===== src/rtl/fifo_bank_sequencer.sv =====
// fifo_bank_sequencer
//   Sequences a bank of BANKS delay-buffer FIFOs (DEPTH deep each) feeding the
//   systolic MAC array. FILL steers a valid/ready word stream bank-major into
//   the FIFOs. DRAIN shifts every FIFO out, optionally skewed one cycle per
//   lane, and flags valid lanes. DONE pulses done for one cycle.
// Ports:
//   clk, rst_n          clock (rising edge), async active-low reset
//   start, abort        begin a pass (IDLE only) / cancel (highest priority)
//   in_valid, in_ready  operand handshake; in_data is the operand word
//   fifo_en, fifo_d     per-FIFO shift enable and common shift-in data
//   fifo_clr            registered one-cycle clear after an abort
//   lane_valid          lane i FIFO output is valid this cycle
//   busy, done          high in FILL/DRAIN; one-cycle end-of-pass pulse
module fifo_bank_sequencer #(
  parameter int BANKS = 8,
  parameter int DEPTH = 8,
  parameter int BITS  = 64,
  parameter int SKEW  = 1
) (
  input  logic             clk,
  input  logic             rst_n,
  input  logic             start,
  input  logic             abort,
  input  logic             in_valid,
  output logic             in_ready,
  input  logic [BITS-1:0]  in_data,
  output logic [BANKS-1:0] fifo_en,
  output logic [BITS-1:0]  fifo_d,
  output logic             fifo_clr,
  output logic [BANKS-1:0] lane_valid,
  output logic             busy,
  output logic             done
);

  localparam int TLEN = DEPTH + (BANKS - 1) * SKEW;
  localparam int WW   = (DEPTH > 1) ? $clog2(DEPTH) : 1;
  localparam int BW   = (BANKS > 1) ? $clog2(BANKS) : 1;
  localparam int TW   = (TLEN > 1)  ? $clog2(TLEN)  : 1;

  localparam logic [WW-1:0] W_LAST = WW'(DEPTH - 1);
  localparam logic [BW-1:0] B_LAST = BW'(BANKS - 1);
  localparam logic [TW-1:0] T_LAST = TW'(TLEN - 1);

  typedef enum logic [1:0] {S_IDLE, S_FILL, S_DRAIN, S_DONE} state_t;

  state_t          r_state;
  logic [WW-1:0]   r_word;
  logic [BW-1:0]   r_bank;
  logic [TW-1:0]   r_t;
  logic            r_clr;

  logic            w_fire;
  logic [BANKS-1:0] w_drain_en;

  assign w_fire = (r_state == S_FILL) && in_valid && !abort;

  // Lane i drains during its DEPTH-cycle window, offset by i*SKEW.
  always_comb begin
    w_drain_en = '0;
    for (int i = 0; i < BANKS; i++)
      w_drain_en[i] = (int'(r_t) >= i * SKEW) && (int'(r_t) < i * SKEW + DEPTH);
  end

  // Enables are combinational so an accepted word is written the same cycle.
  always_comb begin
    fifo_en    = '0;
    fifo_d     = '0;
    lane_valid = '0;
    if (w_fire) begin
      fifo_en[r_bank] = 1'b1;
      fifo_d          = in_data;
    end else if (r_state == S_DRAIN && !abort) begin
      fifo_en    = w_drain_en;
      lane_valid = w_drain_en;
    end
  end

  assign in_ready = (r_state == S_FILL) && !abort;
  assign busy     = (r_state == S_FILL) || (r_state == S_DRAIN);
  assign done     = (r_state == S_DONE) && !abort;
  assign fifo_clr = r_clr;

  always_ff @(posedge clk or negedge rst_n) begin
    if (!rst_n) begin
      r_state <= S_IDLE;
      r_word  <= '0;
      r_bank  <= '0;
      r_t     <= '0;
      r_clr   <= 1'b0;
    end else begin
      r_clr <= abort;
      if (abort) begin
        r_state <= S_IDLE;
        r_word  <= '0;
        r_bank  <= '0;
        r_t     <= '0;
      end else begin
        case (r_state)
          S_IDLE: if (start) r_state <= S_FILL;
          S_FILL: if (w_fire) begin
            if (r_word == W_LAST) begin
              r_word <= '0;
              if (r_bank == B_LAST) begin
                r_bank  <= '0;
                r_t     <= '0;
                r_state <= S_DRAIN;
              end else begin
                r_bank <= r_bank + 1'b1;
              end
            end else begin
              r_word <= r_word + 1'b1;
            end
          end
          S_DRAIN: begin
            if (r_t == T_LAST) begin
              r_t     <= '0;
              r_state <= S_DONE;
            end else begin
              r_t <= r_t + 1'b1;
            end
          end
          default: r_state <= S_IDLE;
        endcase
      end
    end
  end

endmodule

===== config.mk =====
export PLATFORM = sky130hd
export DESIGN_NAME = fifo_bank_sequencer
export DESIGN_NICKNAME = d
export VERILOG_FILES = /design/src/rtl/fifo_bank_sequencer.sv
export SDC_FILE = /design/constraint.sdc
export NUM_CORES = 1
export LEC_CHECK = 0
export CORE_AREA = 2 2 75 77
export CTS_CLUSTER_SIZE = 24
export DETAILED_ROUTE_END_ITERATION = 8
export DIE_AREA = 0 0 77 79
export PLACE_DENSITY = 0.92
export RECOVER_POWER = 50
export SYNTH_ARGS = -nofsm -noshare
export SYNTH_HDL_FRONTEND = slang
export SYNTH_SLANG_ARGS = --single-unit

===== constraint.sdc =====
create_clock -name clk -period 4.05 [get_ports clk]
set_input_delay 0.6075 -clock clk [delete_from_list [all_inputs] [get_ports clk]]
set_output_delay 0.6075 -clock clk [all_outputs]
set_load 0.02 [all_outputs]

After elaboration in Yosys (flattened, before gate mapping)
Cells that the tools add are included.
- register bits after elaboration: 13
- bits of input ports: 69
- output and inout bits: 84
- word-level logic and storage cells: 88
- add/subtract/negate cells: 3
- order comparisons: 17
- eq/ne operators: 11
- mux-type cells: 28
- reduce and logical (&&, ||, !) cells: 24
- operators with widths (operator ; count):
    $mux 64 ; 1
    $lt 4x4->1 const B ; 8
    $mux 3 ; 9
    $mux 8 ; 3
    $mux 4 ; 5
    $ge 4x3->1 const B ; 4
    $logic_and 1x1->1 ; 13
    $mux 2 ; 6
    $ne 3x2->1 const B ; 3
    $ge 4x2->1 const B ; 2
    $pmux 4 s2 ; 1
    $add 3x1->3 const B ; 2
    $eq 3x3->1 const B ; 2
    $ne 3x3->1 const B ; 2
    $pmux 2 s3 ; 1
    $reduce_bool 2->1 ; 3
    $reduce_and 5->1 ; 1
    $add 4x1->4 const B ; 1
    $eq 2x2->1 const B ; 2
    $eq 4x4->1 const B ; 1
    $ge 4x1->1 const B ; 1
    $lt 3x4->1 const B ; 1
    $reduce_and 4->1 ; 1
    $demux 1 s3 ; 1
    other kinds (9) ; 9

Depth between registers and ports, before layout
Gate-level depths: netlist of the first run.
- word-level depth: 6
- mapped depth: 7
- gate-level depth less buffers: 6

Least setup slack after synthesis of the first run
Ideal clock, no wire load.
- kind: reg-to-output
- from: register r_state[1]
- to: output port fifo_en[7]
- arrival: 1.935 ns
- data required time: 3.442 ns
- slack: 1.507 ns
- stages on the path, launching flop included: 7
- path buffers: 0
- cells stage by stage: dfrtp_1 -> inv_1 -> ha_1 -> nand2_1 -> nand2_4 -> a211oi_1 -> o21bai_1
- longest elaborated chain between the ends: 4
- elaborated cells on any way between the ends: 7
- those cells by class: eq/ne: 2; mux: 2; reduce/logical: 3
- RTL lines (item ; line ; source):
    start, declared ; 46 ; state_t r_state;
    start signal, assigned ; 85 ; r_state <= S_IDLE;
    start signal, assigned ; 93 ; r_state <= S_IDLE;
    start signal, assigned ; 99 ; S_IDLE: if (start) r_state <= S_FILL;
    $eq 2x2->1 or $eq 2x1->1 (tied branches) ; 72, 55 ;
    $logic_and 1x1->1 (on tied branches) ; 72, 55 ;
    $mux 8 or $logic_and 1x1->1 (tied branches) ; 72, 55 ;
    $mux 8 * ; 69 ; if (w_fire) begin
    end, declared ; 27 ; output logic [BANKS-1:0] fifo_en,
Every way passes the cells marked *; elsewhere a longest branch is shown, timed or not.

Worst setup path after layout of the first run
- from: input port abort
- to: output port fifo_d[60]
- longest elaborated chain between the ends: 3
- RTL lines (item ; line ; source):
    start, declared ; 23 ; input logic abort,
    $logic_not 1->1 ; 55 ; assign w_fire = (r_state == S_FILL) && in_valid && !abort;
    $logic_and 1x1->1 ; 55 ;
    $mux 64 ; 69 ;
    end, declared ; 28 ; output logic [BITS-1:0] fifo_d,
Every way passes these cells.

==> results.toml, run 1 <==
[synth]
synth_top_area_share_pct = 27.1
avgSynthCellArea_sq_um = 7.97
syn_inst = 191
ys_seq_elements = 13
synth_area_sq_mm = 0.00152
syn-num-nets = 276
synth_area_leader_cell = "and2_1"
seq_area_frac_synth_pct = 21.4
synth_area_leaders = "and2_1 27%, dfrtp_1 21%, ha_1 13%"
yosysWarnings = 0
synthDistinctLibCells = 33

[clock_network]
cts.clk_slew.worst_paths_ns = 0.05
cts-buffers-inserted = 3
htree_levels = 1
postCtsSetupRepairBufs = 0
cts.path.max_buffers = 2
cts_resized = 0
hold_buffers = 0
root_buffer = "clkbuf_8"
cts_tree = "yes"
cts_sinks = 13
clock_latency_ns = 0.24

[global_routing]
grt_first_pass_wirelength_um = 8960
grt_pass1_vias = 1769
overflow = 0
grt_max_degree = 47
antenna_found_initial = 0
grt_use_total_pct = 18.2

[floorplanning]
fp.dieH_um = 79
die_area_sq_mm = 0.00608
initial_core_util_pct = 28.5
rows = 27
io_pins = 153
die_x_um = 77
core_area_sq_mm = 0.00534

[power_and_ir_drop]
max-vdd-ir-drop_uv = 243
p_per_area_mw_per_mm2 = 229
power.leakage_nw = 1.36

[hold_path]
hp-class = "register to register"

[placement]
place.gp.congestion = 0.887
dpl.hpwl_um = 4870
portBuffers = 152

[final_layout]
drive_gt1_share_pct = 2.93
nets = 427
diodes = 0
final_util_pct = 59.0
seq_area_sq_um = 325
n_fill_cell = 470
multi_input_area_sq_mm = 0.00111
syn_to_final_growth_pct = 107

[detailed_routing]
wl_um = 5890
wl_per_cell_um = 14.3
ant_nets = 0
num_vias = 1877
viasPerCell = 4.54
drc = 0
firstDrtPassIters = 4
drtIter0Drc = 53

[setup_path]
critPathCaptureType = "primary output"
worst_ep_required_time_ns = 3.44
critPathKind = "input port to primary output"
crit_arrival_ns = 2.98
cp_max_fo = 46
startpoint_type = "input port"

[timing]
min_period_ns = 3.59
maxSlewHeadroom_pct = 58.2
setup_violations = 0
hold_violations = 0
fin_crit_sh_pct = 88.7
grt_setup_unrepaired = "false"
fin_skew_ns = 0.00387
setup-tns-final_ns = 0
worst_slew_pin_slew_ns = 0.624
fmax_ghz = 0.278
slew_violations = 0

[run_status]
outcome = "finished, final reports clean"

[job]
maxCapViolations = 0
## final timing paths
check                               start          to  slack, ns  depth (start not counted)
worst max-delay path                abort  fifo_d[60]       0.46                          5
worst max register to register  r_bank[1]      r_t[2]       2.23                          6
worst min-delay path            r_word[2]   r_word[2]       0.53                          2
worst min register to register  r_word[2]   r_word[2]       0.53                          2
min in group asynchronous           rst_n   r_word[0]       0.81                          1
max in group asynchronous           rst_n  r_state[1]       2.85                          1
## through the flow
stage          setup WS [ns]  instance area [sq um]  hold slack (ns)  instances  total power, mW
5_1_grt                0.281                   3150            0.559        413            0.774
2_1_floorplan           1.51                   1520            0.312        191            0.406
6_report               0.458                   3150            0.529        413            0.722
3_5_place_dp           0.498                   3110            0.525        409            0.626
4_1_cts                0.492                   3160            0.533        413            0.745
3_3_place_gp           0.588                   3110            0.519        409            0.615
## synth_stat cells
cell type  count
nand2_4        1
nand3_1        5
nor2_4         1
nor3_1         5
nand4_1        1
o21ai_0        3
o21bai_1       4
o22ai_1        1
a221oi_1       1
o32ai_1        2
a2111oi_4      2
clkbuf_1       6
a21oi_1        8
ha_1          16
dfrtp_1       13
nand2b_1       2
buf_2          1
nor2b_1        4
xnor2_1        1
inv_1         12
a21o_1         1
mux2i_1        2
nor2_1         7
buf_4          1
a211oi_1       1
a21oi_2        1
nor4b_1        1
a41o_1         4
a22oi_1        1
nor2b_4        1
and2_1        66
a41oi_1        1
nand2_1       15
## final cells by class
cell class / count / share of cell area, %
Tap cell: 72 / 2.86
Timing Repair Buffer: 154 / 48.7
Inverter: 12 / 1.43
Clock buffer: 4 / 1.43
Sequential cell: 13 / 10.3
Multi-Input combinational cell: 158 / 35.3
## worst max-delay path, cell delays in order
cell           delay (ns)
dlygate4sd3_1        0.94
nor2_4               0.08
clkbuf_2             0.41
and2_1               0.30
dlygate4sd3_1        0.64
## kinds of logic after synthesis
logic type / after synthesis / share of synthesized area (%)
AOI/OAI and AO/OA: 30 / 16.6
buffers and inverters: 20 / 5.26
xor gates and xnor gates: 1 / 0.576
adders and majority gates: 16 / 13.2
muxes: 2 / 1.32
DFF: 13 / 21.4
and+or+nand+nor: 109 / 41.7
## placed cells by master, fill, tap and decap left out, types with 3 or more instances in the layout
master / count
a21oi_1: 9
a41o_1: 4
and2_1: 64
clkbuf_8: 3
clkdlybuf4s50_1: 122
dfrtp_1: 13
dlygate4sd3_1: 30
ha_1: 16
inv_1: 12
nand2_1: 15
nand3_1: 5
nor2_1: 7
nor2b_1: 4
nor3_1: 5
o21ai_0: 3
o21bai_1: 4
## routing by layer
metal	part of all wire [%]	routed length (um)	track usage, %
met1	45	2630	23.9
met2	49	2890	31.4
met3	5.8	340	3.30
met4	0.61	36	3.75
met5	0	0	0
## sequential cells by signal (all words and copies together) (netlist names)
name and cells:
r_bank 3, fifo_clr 1, r_t 4, r_word 3, r_state 2
## power breakdown
group | internal (mW) | switching, mW
logic | 0.221 | 0.227
registers | 0.144 | 0.0153
clock network | 0.0694 | 0.0453
Note: power is estimated with default switching activity, not from simulation.
==> inputs of run 2 (changes only) <==
--- a/config.mk
+++ b/config.mk
@@ -5,12 +5,13 @@
 export SDC_FILE = /design/constraint.sdc
 export NUM_CORES = 1
 export LEC_CHECK = 0
-export CORE_AREA = 2 2 75 77
+export CORE_AREA = 2 2 72 74
 export CTS_CLUSTER_SIZE = 24
 export DETAILED_ROUTE_END_ITERATION = 8
-export DIE_AREA = 0 0 77 79
-export PLACE_DENSITY = 0.92
+export DIE_AREA = 0 0 74 76
+export PLACE_DENSITY = 0.95
 export RECOVER_POWER = 50
+export SKIP_LAST_GASP = 1
 export SYNTH_ARGS = -nofsm -noshare
 export SYNTH_HDL_FRONTEND = slang
 export SYNTH_SLANG_ARGS = --single-unit
==> results.toml, run 2 (synthesis results as in run 1) <==
[global_routing]
grt_first_pass_wirelength_um = 8550
grt_use_total_pct = 19.0
antenna_found_initial = 0
grt_pass1_vias = 1766
grt_max_degree = 43
overflow = 0

[final_layout]
instances_no_fill = 411
largest_reg_flops = 4
diodes = 0
drive_gt1_share_pct = 2.93
multi_input_area_sq_mm = 0.00111
n_fill_cell = 442
final_cell_mix = "121 x clkdlybuf4s50_1, 64 x and2_1, 31 x dlygate4sd3_1"
nets = 427
top_register = "r_t"
mostFrequentLayoutCell = "clkdlybuf4s50_1"
syn_to_final_growth_pct = 107
seq_area_sq_um = 325
top_regs = "r_t x4, r_bank x3, r_word x3"

[clock_network]
cts.path.max_buffers = 2
cts-buffers-inserted = 3
htree_levels = 1
postCtsSetupRepairBufs = 0
cts.clk_slew.worst_paths_ns = 0.05
cts_tree = "yes"
clock_latency_ns = 0.24
root_buffer = "clkbuf_8"
cts_sinks = 13
hold_buffers = 0
cts_resized = 0

[power_and_ir_drop]
p_per_area_mw_per_mm2 = 229
power.leakage_nw = 1.36
power.internal_mw = 0.434
clkPwrFrac_pct = 16.1
combinationalPowerShare_pct = 61.7
netSwitchingPower_mw = 0.286
switching_share_pct = 39.7
max-vdd-ir-drop_uv = 257
seqPwrFrac_pct = 22.2

[timing]
fmax_ghz = 0.283
min_period_ns = 3.53
worst_slew_pin_slew_ns = 0.608
hold_violations = 0
setup_violations = 0
fin_crit_sh_pct = 87.1
slew_violations = 0
maxSlewHeadroom_pct = 59.3
grt_setup_unrepaired = "false"
setup-tns-final_ns = 0
fin_skew_ns = 0.00396

[detailed_routing]
wl_um = 5570
num_vias = 1857
dr_wl_met3_um = 410
met1Wirelength_um = 2200
dr.max_layer_used = "met4"
wl_met2_um = 2890
firstDrtPassIters = 6
wl_per_cell_um = 13.6
viasPerCell = 4.52
drtIter0Drc = 38
drc = 0
ant_nets = 0

[floorplanning]
rows = 26
io_pins = 153
die_x_um = 74
die_area_sq_mm = 0.00562
fp.dieH_um = 76
initial_core_util_pct = 31.0
core_area_sq_mm = 0.00491

[job]
maxCapViolations = 0

[setup_path]
critPathCaptureType = "primary output"
critPathKind = "input port to primary output"
crit_arrival_ns = 2.92
cp_max_fo = 15
startpoint_type = "input port"
worst_ep_required_time_ns = 3.44

[placement]
portBuffers = 152
place.gp.congestion = 0.827
dpl.hpwl_um = 4730
dp.cells = 407

[run_status]
outcome = "finished, final reports clean"

[hold_path]
hp-class = "register to register"
-- run 2: cell count changes in the layout (fill, tap and decap cells not counted), sizes merged --
cell | previous run | this run
dlygate4sd3 | 30 | 31
clkdlybuf4s50 | 122 | 121
buf | 1 | 2
clkbuf | 5 | 4
-- run 2: layer usage --
metal,global-route usage [%],vias up
met4,5.27,0
met2,34.8,86
li1,-,933
met1,21.5,830
met3,3.84,8
met5,0,-
-- run 2: power by group through the flow --
stage / combinational, mW / sequential (mW) / clock (mW)
2_1_floorplan: 0.248 / 0.158 / 0
3_3_place_gp: 0.451 / 0.161 / 0
3_5_place_dp: 0.460 / 0.162 / 0
4_1_cts: 0.463 / 0.159 / 0.121
5_1_grt: 0.484 / 0.163 / 0.129
6_report: 0.444 / 0.160 / 0.116
-- run 2: cell type report --
class / count / area share, %
multi-input combinational: 158 / 35.3
timing repair buffer: 154 / 48.7
tap: 70 / 2.78
inverter: 12 / 1.43
clock buffer: 4 / 1.43
sequential: 13 / 10.3
-- run 2: metrics by stage --
stage / util [%] / area (sq um) / hold slack (ns) / total power, mW / setup slack, ns
floorplan: - / 1520 / 0.312 / 0.406 / 1.51
global placement: 63.3 / 3110 / 0.520 / 0.612 / 0.602
detailed placement: 63.3 / 3110 / 0.526 / 0.621 / 0.545
CTS: 64.2 / 3160 / 0.533 / 0.743 / 0.536
global route: 64.2 / 3150 / 0.562 / 0.776 / 0.392
finish: 64.2 / 3150 / 0.538 / 0.721 / 0.521
-- run 2: worst max-delay path, cell delays in order --
cell and delay (ns):
dlygate4sd3_1 0.77, nor2b_4 0.27, nand2_4 0.13, a2111oi_4 0.40, a41o_1 0.14, clkdlybuf4s50_1 0.60
-- run 2: worst paths after layout --
path,slack (ns),depth (start not counted),to,from
max,0.52,6,fifo_en[2],abort
min,0.54,2,r_word[1],r_word[1]
max reg2reg,2.16,6,r_t[2],r_bank[1]
min reg2reg,0.54,2,r_word[1],r_word[1]
max in group asynchronous,2.84,1,r_word[0],rst_n
min in group asynchronous,0.81,1,r_state[0],rst_n
==> inputs of run 3 (changes only) <==
--- a/config.mk
+++ b/config.mk
@@ -9,6 +9,7 @@
 export CTS_CLUSTER_SIZE = 24
 export DETAILED_ROUTE_END_ITERATION = 8
 export DIE_AREA = 0 0 74 76
+export HOLD_SLACK_MARGIN = 0.12
 export PLACE_DENSITY = 0.95
 export RECOVER_POWER = 50
 export SKIP_LAST_GASP = 1
==> results of run 3 <==
Final layout, timing and power as in run 2 (identical DEF).
